--- src/rtl/uart_tx.sv ---
// uart_tx: single-buffered serial transmitter.
// Line idles at 0; a frame is start=1, DATA_BITS data bits LSB first,
// optional even-parity bit, stop=0. Every line bit lasts CLKS_PER_BIT clocks.
// A one-entry holding buffer lets the next byte be accepted while a frame
// is on the line, so consecutive frames run back to back without idle cycles.
module uart_tx #(
  parameter int DATA_BITS    = 8,
  parameter int CLKS_PER_BIT = 1,
  parameter int PARITY_EN    = 1
) (
  input  logic                 clk,
  input  logic                 reset,
  input  logic                 tx_valid,
  input  logic [DATA_BITS-1:0] tx_data,
  output logic                 tx_ready,
  output logic                 signal,
  output logic                 busy,
  output logic                 done
);

  typedef enum logic [2:0] {
    IDLE   = 3'd0,
    START  = 3'd1,
    DATA   = 3'd2,
    PARITY = 3'd3,
    STOP   = 3'd4
  } state_t;

  localparam logic [7:0] LAST_CLK = 8'(CLKS_PER_BIT - 1);
  localparam logic [2:0] LAST_BIT = 3'(DATA_BITS - 1);

  state_t               state_reg;
  logic                 buf_full_reg;
  logic [DATA_BITS-1:0] buf_data_reg;
  logic [DATA_BITS-1:0] shift_reg;
  logic                 parity_reg;
  logic [7:0]           clk_cnt_reg;
  logic [2:0]           bit_cnt_reg;
  logic                 signal_reg;
  logic                 busy_reg;
  logic                 done_reg;

  logic period_end;
  logic accept;
  logic load;

  // End of the current bit period; accept only into an empty buffer and
  // drain the buffer only when it is full, so both never share an edge.
  assign period_end = (clk_cnt_reg == LAST_CLK);
  assign accept     = tx_valid & ~buf_full_reg;
  assign load       = buf_full_reg &
                      ((state_reg == IDLE) || ((state_reg == STOP) && period_end));

  assign tx_ready = ~buf_full_reg;
  assign signal   = signal_reg;
  assign busy     = busy_reg;
  assign done     = done_reg;

  // Holding buffer: filled on accept, emptied when a frame starts from it.
  always_ff @(posedge clk or posedge reset) begin
    if (reset) begin
      buf_full_reg <= 1'b0;
      buf_data_reg <= '0;
    end else if (accept) begin
      buf_full_reg <= 1'b1;
      buf_data_reg <= tx_data;
    end else if (load) begin
      buf_full_reg <= 1'b0;
    end
  end

  // Frame sequencer with registered line, busy and done outputs.
  always_ff @(posedge clk or posedge reset) begin
    if (reset) begin
      state_reg   <= IDLE;
      shift_reg   <= '0;
      parity_reg  <= 1'b0;
      clk_cnt_reg <= 8'd0;
      bit_cnt_reg <= 3'd0;
      signal_reg  <= 1'b0;
      busy_reg    <= 1'b0;
      done_reg    <= 1'b0;
    end else begin
      case (state_reg)
        IDLE: begin
          if (buf_full_reg) begin
            state_reg   <= START;
            shift_reg   <= buf_data_reg;
            parity_reg  <= ^buf_data_reg;
            clk_cnt_reg <= 8'd0;
            bit_cnt_reg <= 3'd0;
            signal_reg  <= 1'b1;
            busy_reg    <= 1'b1;
            done_reg    <= 1'b0;
          end
        end

        START: begin
          if (period_end) begin
            state_reg   <= DATA;
            clk_cnt_reg <= 8'd0;
            bit_cnt_reg <= 3'd0;
            signal_reg  <= shift_reg[0];
          end else begin
            clk_cnt_reg <= clk_cnt_reg + 8'd1;
          end
        end

        DATA: begin
          if (period_end) begin
            clk_cnt_reg <= 8'd0;
            if (bit_cnt_reg == LAST_BIT) begin
              if (PARITY_EN != 0) begin
                state_reg  <= PARITY;
                signal_reg <= parity_reg;
              end else begin
                state_reg  <= STOP;
                signal_reg <= 1'b0;
                done_reg   <= (LAST_CLK == 8'd0);
              end
            end else begin
              bit_cnt_reg <= bit_cnt_reg + 3'd1;
              shift_reg   <= shift_reg >> 1;
              signal_reg  <= shift_reg[1];
            end
          end else begin
            clk_cnt_reg <= clk_cnt_reg + 8'd1;
          end
        end

        PARITY: begin
          if (period_end) begin
            state_reg   <= STOP;
            clk_cnt_reg <= 8'd0;
            signal_reg  <= 1'b0;
            done_reg    <= (LAST_CLK == 8'd0);
          end else begin
            clk_cnt_reg <= clk_cnt_reg + 8'd1;
          end
        end

        STOP: begin
          if (period_end) begin
            clk_cnt_reg <= 8'd0;
            bit_cnt_reg <= 3'd0;
            done_reg    <= 1'b0;
            if (buf_full_reg) begin
              // Next frame starts straight after the stop bit.
              state_reg  <= START;
              shift_reg  <= buf_data_reg;
              parity_reg <= ^buf_data_reg;
              signal_reg <= 1'b1;
              busy_reg   <= 1'b1;
            end else begin
              state_reg  <= IDLE;
              signal_reg <= 1'b0;
              busy_reg   <= 1'b0;
            end
          end else begin
            clk_cnt_reg <= clk_cnt_reg + 8'd1;
            done_reg    <= ((clk_cnt_reg + 8'd1) == LAST_CLK);
          end
        end

        default: begin
          state_reg   <= IDLE;
          clk_cnt_reg <= 8'd0;
          bit_cnt_reg <= 3'd0;
          signal_reg  <= 1'b0;
          busy_reg    <= 1'b0;
          done_reg    <= 1'b0;
        end
      endcase
    end
  end

endmodule

--- config.mk ---
export PLATFORM = sky130hd
export DESIGN_NAME = uart_tx
export DESIGN_NICKNAME = d
export VERILOG_FILES = /design/src/rtl/uart_tx.sv
export SDC_FILE = /design/constraint.sdc
export NUM_CORES = 1
export LEC_CHECK = 0
export BUFFER_PORTS_ARGS = -buffer_cell sky130_fd_sc_hd__buf_2
export CORE_UTILIZATION = 60
export DETAILED_ROUTE_END_ITERATION = 6
export GPL_TIMING_DRIVEN = 0
export PLACE_DENSITY = 0.88
export SLEW_MARGIN = 10
export SYNTH_ARGS = -nofsm -noshare
export SYNTH_HDL_FRONTEND = slang
export SYNTH_SLANG_ARGS = --single-unit
--- constraint.sdc ---
create_clock -name clk -period 2.3 [get_ports clk]
set_clock_uncertainty 0.05 [all_clocks]
set_input_delay 0 -clock clk [delete_from_list [all_inputs] [get_ports clk]]
set_output_delay 0 -clock clk [all_outputs]
set_load 0.005 [all_outputs]
---- Word level (Yosys, flattened, before mapping) ----
Cells that the tools add are included.
word-level totals
  flip-flop bits (word level) ............. 35
  input bits .............................. 11
  output and inout bits ................... 4
  logic and storage cells ................. 90
cells by class
  add/sub/neg operators ................... 2
  equal/unequal tests ..................... 13
  mux-type cells .......................... 39
  bitwise operators ....................... 6
  reductions and logical operators ........ 20
operator list
  kind                                                             number
  8-bit two-way mux                                                6
  3-bit two-way mux                                                10
  8-bit case mux with 3 select lines                               1
  8-bit logical NOT                                                2
  8-bit case mux with 2 select lines                               1
  1-bit two-way mux                                                15
  3-bit case mux with 5 select lines                               1
  2-bit != test, second input constant                             7
  3-bit case mux with 4 select lines                               1
  5-bit AND reduction                                              2
  8-bit by 1-bit adder with 8-bit output, second input constant    1
  8-bit parity                                                     1
  3-bit by 2-bit == test with 1-bit output, second input constant  2
  3-bit == test, second input constant                             2
  3-bit AND reduction                                              2
  6-bit AND reduction                                              1
  1-bit case mux with 5 select lines                               1
  1-bit NOT                                                        4
  1-bit case mux with 4 select lines                               1
  4-bit AND reduction                                              1
  2-bit nonzero test                                               2
  2-bit OR reduction                                               2
  4-bit OR reduction                                               1
  3-bit by 1-bit adder with 3-bit output, second input constant    1
  other kinds (11)                                                 12

---- Logic depth before layout (Yosys ltp) ----
Gate-level depths: netlist of run 1.
  depth in word-level cells ............... 6
  depth in mapped cells ................... 7
  depth with buffers taken out ............ 6

---- Worst setup path before layout of run 1 ----
OpenSTA, ideal clock, no wires.
  path type ............................... flip-flop to flip-flop
  start ................................... register clk_cnt_reg[0]
  end ..................................... register shift_reg[0]
  data arrival time ....................... 1.899 ns
  data required time ...................... 2.125 ns
  slack ................................... 0.226 ns
  cell stages (with the launch flop) ...... 8
  path buffers ............................ 1
  period minus slack after synthesis ...... 2.074 ns
  cell sequence ........................... dfrtp_1 -> inv_1 -> ha_1 -> or4b_4 -> buf_6 -> a211oi_4 -> o21ai_4 -> mux2_4
on the way
  cells in the longest elaborated chain, start to end .. 3
RTL lines
  element                          line  RTL
  from (decl)                      37    logic [7:0] clk_cnt_reg;
  from (signal assigned)           105   clk_cnt_reg <= clk_cnt_reg + 8'd1;
  from (signal assigned)           127   clk_cnt_reg <= clk_cnt_reg + 8'd1;
  from (signal assigned)           138   clk_cnt_reg <= clk_cnt_reg + 8'd1;
  8-bit logical NOT *              49    assign period_end = (clk_cnt_reg == LAST_CLK);
  2-bit != test (no line)          n/a
  4-bit AND reduction (no line) *  n/a
  to (signal assigned)             88    shift_reg <= buf_data_reg;
  to (signal assigned)             123   shift_reg <= shift_reg >> 1;
  to (signal assigned)             150   shift_reg <= buf_data_reg;
  to (decl)                        35    logic [DATA_BITS-1:0] shift_reg;
Every way passes the cells marked *; elsewhere a longest branch is shown, timed or not.
A chain may end at the register's enable or synchronous reset.

---- Final worst setup path of run 1 ----
  start ................................... register clk_cnt_reg[0]
  end ..................................... register shift_reg[6]
The elaborated chain is that of the path after synthesis.

==> results of run 1 <==
==> cell type report <==
class,instances,area [sq um]
clock buffer,6,41.3
tap,46,57.6
clock inverter,2,12.5
inverter,11,41.3
buffer,13,71.3
multi-input combinational,142,1130
timing repair buffer,23,160
sequential,35,876
fill,249,948
==> cells in the final DEF, fill, tap and decap left out, types with 3 or more instances in the layout <==
cell            n
mux2_4          7
xnor2_1        10
ha_1            5
clkbuf_1        8
dfrtp_1        35
nand2b_1        3
nand3_1         6
nand2_1        12
buf_2          16
a21oi_1        11
o21ai_0         7
clkbuf_4        5
inv_1          10
mux2i_1         7
mux2_2         16
dlygate4sd3_1   9
nor2_1          9
nor3_1          7
==> worst max-delay path by stage <==
stage,slack (ps),startpoint,end,cells past startpoint
after floorplan,230,clk_cnt_reg[0]$_DFFE_PP0N_,shift_reg[0]$_DFFE_PP0P_,7
after global placement,60,clk_cnt_reg[0]$_DFFE_PP0N_,clk_cnt_reg[0]$_DFFE_PP0N_,6
after detailed placement,60,state_reg[2]$_DFFE_PP0P_,shift_reg[6]$_DFFE_PP0P_,4
after CTS,20,state_reg[2]$_DFFE_PP0P_,shift_reg[6]$_DFFE_PP0P_,4
after global routing,9,clk_cnt_reg[0]$_DFFE_PP0N_,shift_reg[6]$_DFFE_PP0P_,7
final,90,clk_cnt_reg[0]$_DFFE_PP0N_,shift_reg[6]$_DFFE_PP0P_,7
==> synth_stat cells (all sizes together), types with 2 or more instances <==
library cell	n
a211oi	2
a21o	2
a21oi	11
a22o	2
a22oi	2
a31oi	2
buf	5
clkbuf	8
dfrtp	35
ha	5
inv	11
mux2	24
mux2i	7
nand2	12
nand2b	3
nand3	6
nor2	9
nor2b	2
nor3	8
o21ai	10
o22ai	2
or2	2
or3	2
or3b	3
xnor2	10
xor2	2
==> routing by layer <==
layer,vias to the layer above,share of wire [%],track usage [%]
met5,-,0,0
met4,0,3.3,14.0
met3,21,6.2,5.04
met2,73,47,39.4
met1,741,43,33.1
li1,772,-,-
==> power by group through the flow <==
| stage | registers (mW) | clock network (mW) | logic, mW |
|---|---|---|---|
| 4_1_cts | 1.09 | 0.342 | 2.00 |
| 6_report | 1.11 | 0.341 | 2.04 |
| 5_1_grt | 1.13 | 0.367 | 2.20 |
| 2_1_floorplan | 1.04 | 0 | 1.65 |
| 3_5_place_dp | 1.10 | 0 | 1.98 |
| 3_3_place_gp | 1.09 | 0 | 1.90 |
==> worst min-delay path, stage by stage <==
cell           delay [ps]
dlygate4sd3_1         530
buf_2                 120
inv_2                 520
==> timing repair <==
item | 4_1_cts | 5_1_grt
setup endpoints to repair | 0 | 16
endpoints found under the hold margin | 43 | 0
resized for setup | 0 | 6
hold buffers | 9 | 0
==> through the flow <==
step | hold WS (ps) | cell area [sq um] | setup slack (ps) | power (mW) | std cells
after CTS | 276 | 2370 | 22.1 | 3.43 | 278
after detailed placement | 124 | 2230 | 61.0 | 3.08 | 261
after global routing | 321 | 2390 | 8.69 | 3.71 | 278
final | 248 | 2390 | 91.7 | 3.48 | 278
after floorplan | 102 | 2100 | 226 | 2.69 | 201
after global placement | 181 | 2230 | 62.2 | 2.99 | 261
==> cells by family after synthesis <==
| logic type | share of synthesized area (%) |
|---|---|
| and+or+nand+nor | 14.1 |
| AOI/OAI and AO/OA | 13.4 |
| DFF | 41.7 |
| muxes | 17.5 |
| buffers and inverters | 5.31 |
| xor gates and xnor gates | 5.01 |
| adders and majority gates | 2.98 |
==> impl_metrics.toml, run 1 <==
[pwr]
p_int_mw = 2.03
pwr-share-clk_pct = 9.8
power.ir.vdd_worst_mv = 0.839
sequentialPowerShare_pct = 31.8
leakage_nw = 1.07
p_sw_mw = 1.45
p_comb_share_pct = 58.5
power.density_nw_per_um2 = 1460
switching_share_pct = 41.6

[logic_synthesis]
synth_cells = 201
postSynth.asyncResetShare_pct = 100
synth_nets = 217
synth_area_leader_cell = "dfrtp_1"
ys.warnings.count = 0
synthTopCellsByArea = "dfrtp_1, mux2_2, mux2_4, xnor2_1, mux2i_1"
ys_seq_elements = 35
post-synth-top-area-fraction_pct = 41.7
synth_enable_flop_cells = 0
syn-cell-area_sq_um = 2100
mean_instance_size_in_the_synthesized_netlist_sq_um = 10.4
synth_cell_type_count = 48
yosysSeqAreaShare_pct = 41.7
synth_ff_type = "dfrtp_1"

[critical_path]
worstPathCellList = "inv_1, ha_1, or4b_4, buf_6, a211oi_4, o21ai_4, mux2_4"
critical_path.n_buffers_inverters = 2
critical_path_peak_fanout = 8
largest_stage_delay_worst_path_ps = 460
arrival_ps = 2410
ff2ff_setup_slack_ps = 90
reg2reg_from = "clk_cnt_reg[0]$_DFFE_PP0N_"
reg2reg_to = "shift_reg[6]$_DFFE_PP0P_"
crit_path_start_kind = "flip-flop"
worstSetupPathType = "flip-flop to flip-flop"
cp_top_family = "simple AND/OR/NAND/NOR gates"
worst_setup_path_end_kind = "flip-flop"
critical_path_required_ps = 2500
worst_reg_to_reg_path_cell_count = 7
cp_slowest_cell = "or4b_4"

[cts]
numCtsBuffers = 5
root_buffer = "clkbuf_4"
clock_edge_transition_at_the_registers_on_the_reported_setup_and_hold_paths_ps = 110
clock-sinks = 35
clockBufferDepth = 2
cts_tree = "done"
htree_num_levels = 2
worstSkewPairLatency_ps = 360
cts_setup_buffers = 0

[routing]
drt-initial-drc-count = 162
drcViolationCount = 0
detail_route.vias_per_cell = 5.78
via_total_after_detailed_routing = 1607
route.final.wire_length_um = 4310
route.detailed.wl_per_inst_um = 15.5
tritonroute_pass_1_iters = 5
ant_nets = 0

[run_status]
run_status = "complete, no violations"

[global_route]
number_of_global_route_vias_before_repair = 1428
overflow = 0
antenna_found_initial = 0
grtUsageTotal_pct = 25.3
grt_first_pass_wirelength_um = 6620
grt_start_max_net_pins = 36

[timing]
worst-slew-pin-transition_ps = 723
max-slew-margin-rel_pct = 51.7
finalCriticalPeriod_ps = 2210
fin_crit_sh_pct = 96.0
finalSetupViolCount = 0
final.setup.tns_ps = 0
rsz0062_at_grt = "false"
slew_violations = 0
max_freq_mhz = 453
final_hold_viol_count = 0

[cells_and_area]
final_util_pct = 71.6
drive_above_1_share_pct = 26.7
num-nets-final = 247
layout-area-overhead-vs-synth_pct = 13.8
diodes = 0

[floorplan]
floorplan.die_area_sq_um = 3740
die_x_um = 61.1
io_pins = 15
rows = 21
floorplan.core_area_sq_um = 3340
dieHeight_um = 61.1
floorplan.initialDensity_pct = 62.9

[job]
cap_violations = 0

[placed_design]
number_of_input_and_output_port_buffers_inserted = 14
post-dp-hpwl_um = 2850
routabilityCongestion = 0.934

[hold_path]
min_path_type = "input port to asynchronous set/reset pin"
Note: power is estimated with default switching activity, not from simulation.
==> run 2: changes to the inputs <==
--- a/config.mk
+++ b/config.mk
@@ -6,6 +6,7 @@
 export NUM_CORES = 1
 export LEC_CHECK = 0
 export BUFFER_PORTS_ARGS = -buffer_cell sky130_fd_sc_hd__buf_2
+export CORE_ASPECT_RATIO = 1.2
 export CORE_UTILIZATION = 60
 export DETAILED_ROUTE_END_ITERATION = 6
 export GPL_TIMING_DRIVEN = 0
==> run 2 against run 1 <==
Against the previous run:
- sequential power barely moved
- setup slack got worse by 14 ps
- global-route usage rose by 1.5 points
- design area rose by 1.8%
- clock power rose by 63%
- routed wire length rose by 5.9%
- register-to-register slack barely moved
- highest routed layer unchanged
==> impl_metrics.toml, run 2 (synthesized netlist as in run 1, its figures left out) <==
[run_status]
run_status = "complete, no violations"

[pwr]
power.density_nw_per_um2 = 1540
p_sw_mw = 1.51
leakage_nw = 1.09
switching_share_pct = 40.3
p_comb_share_pct = 55.5
sequentialPowerShare_pct = 29.6
p_int_mw = 2.24
power.ir.vdd_worst_mv = 1.11
design_power_total_mw = 3.75
pwr-share-clk_pct = 14.9

[global_route]
overflow = 0
grt_first_pass_wirelength_um = 7380
number_of_global_route_vias_before_repair = 1542
antenna_found_initial = 0
grt_start_max_net_pins = 36
grtUsageTotal_pct = 26.7

[floorplan]
floorplan.initialDensity_pct = 62.9
floorplan.core_area_sq_um = 3340
io_pins = 15
rows = 23
dieHeight_um = 66.8
die_x_um = 56.0
floorplan.die_area_sq_um = 3740

[timing]
final_hold_viol_count = 0
rsz0062_at_grt = "false"
finalCriticalPeriod_ps = 2220
worst-slew-pin-transition_ps = 860
max-slew-margin-rel_pct = 42.2
max_freq_mhz = 450
finalSetupViolCount = 0
final.setup.tns_ps = 0
final.setup.worst_slack_ps = 77.9
slew_violations = 0
fin_crit_sh_pct = 96.6

[cells_and_area]
layout.cells.most_common_list = "dfrtp_1, buf_2, mux2_2"
layout-area-overhead-vs-synth_pct = 15.9
diodes = 0
fin_cells = 269
num-nets-final = 247
leading_cell_type_in_the_layout_fill_and_taps_excluded = "dfrtp_1"
finish.instance_area_sq_um = 2430
drive_above_1_share_pct = 26.7

[critical_path]
arrival_ps = 2350
critical_path.n_buffers_inverters = 2
cp_top_family = "simple AND/OR/NAND/NOR gates"
worstSetupPathType = "flip-flop to flip-flop"
critical_path_required_ps = 2420
crit_path_start_kind = "flip-flop"
worst_setup_path_end_kind = "flip-flop"
cp_slowest_cell = "or4b_4"
largest_stage_delay_worst_path_ps = 470
worstPathCellList = "inv_1, ha_1, or4b_4, buf_6, a211oi_4, o21ai_4, mux2_4"
critical_path_peak_fanout = 8

[routing]
ant_nets = 0
drt-initial-drc-count = 77
tritonroute_pass_1_iters = 5
via_total_after_detailed_routing = 1617
detail_route.vias_per_cell = 6.01
route.detailed.wl_per_inst_um = 17.0
drcViolationCount = 0
route.final.wire_length_um = 4560

[cts]
clockBufferDepth = 2
clock-sinks = 35
worstSkewPairLatency_ps = 290
cts_setup_buffers = 0
cts_tree = "done"
numCtsBuffers = 5
root_buffer = "clkbuf_8"
clock_edge_transition_at_the_registers_on_the_reported_setup_and_hold_paths_ps = 80
htree_num_levels = 2

[placed_design]
numPlacedInstances = 252
post-dp-hpwl_um = 2950
place_worst_setup_slack_ps = 33.8
routabilityCongestion = 0.885
number_of_input_and_output_port_buffers_inserted = 14
placedInstanceArea_sq_um = 2210

[job]
cap_violations = 0

[hold_path]
min_path_type = "input port to asynchronous set/reset pin"
## run 2: repair_timing
item                                   in CTS  in global routing
endpoints found under the hold margin      43                  0
gates resized for setup                     0                  4
hold buffers                                9                  0
setup endpoints to repair                   0                 10
## run 2: tightest hold or removal path, cell delays in order
cell	delay, ps
dlygate4sd3_1	530
buf_2	120
inv_2	520
## run 2: cell type report
type	instances	area, sq um
clock inverters	3	43.8
plain buffers	13	71.3
multi-input cells	142	1120
fillers	232	907
well taps	37	46.3
inverters	11	41.3
clock buffers	5	68.8
repair buffers	23	160
flip-flops and latches	35	876
## run 2: metrics by stage
step	util (%)	hold slack, ps
4_1_cts	72.4	340
2_1_floorplan	-	102
6_report	72.8	317
5_1_grt	72.8	402
3_5_place_dp	66.3	112
3_3_place_gp	66.3	181
## run 2: routing by layer
| layer | share of wire, % | vias up | GRT usage, % |
|---|---|---|---|
| li1 | - | 772 | - |
| met3 | 3.5 | 11 | 4.66 |
| met1 | 42 | 787 | 30.6 |
| met4 | 2.2 | 0 | 13.1 |
| met2 | 53 | 47 | 48.2 |
| met5 | 0 | - | 0 |
## run 2: power by group through the flow
stage	Sequential (mW)	Combinational (mW)	Clock, mW
final	1.11	2.08	0.557
after global routing	1.14	2.26	0.590
after CTS	1.09	2.03	0.564
after detailed placement	1.10	1.98	0
after global placement	1.08	1.90	0
after floorplan	1.04	1.65	0
## run 2: final timing paths
path                                                 start                     endpoint  slack [ps]  depth (start not counted)
worst max-delay path            clk_cnt_reg[0]$_DFFE_PP0N_     shift_reg[6]$_DFFE_PP0P_          80                          7
worst min-delay path                                 reset  buf_data_reg[1]$_DFFE_PP0P_         320                          3
worst max register to register  clk_cnt_reg[0]$_DFFE_PP0N_     shift_reg[6]$_DFFE_PP0P_          80                          7
worst min register to register    shift_reg[4]$_DFFE_PP0P_     shift_reg[4]$_DFFE_PP0P_         470                          1
max in group asynchronous                            reset   bit_cnt_reg[0]$_DFFE_PP0P_        1410                          3
min in group clk                                  tx_valid     buf_full_reg$_DFFE_PP0P_         380                          4
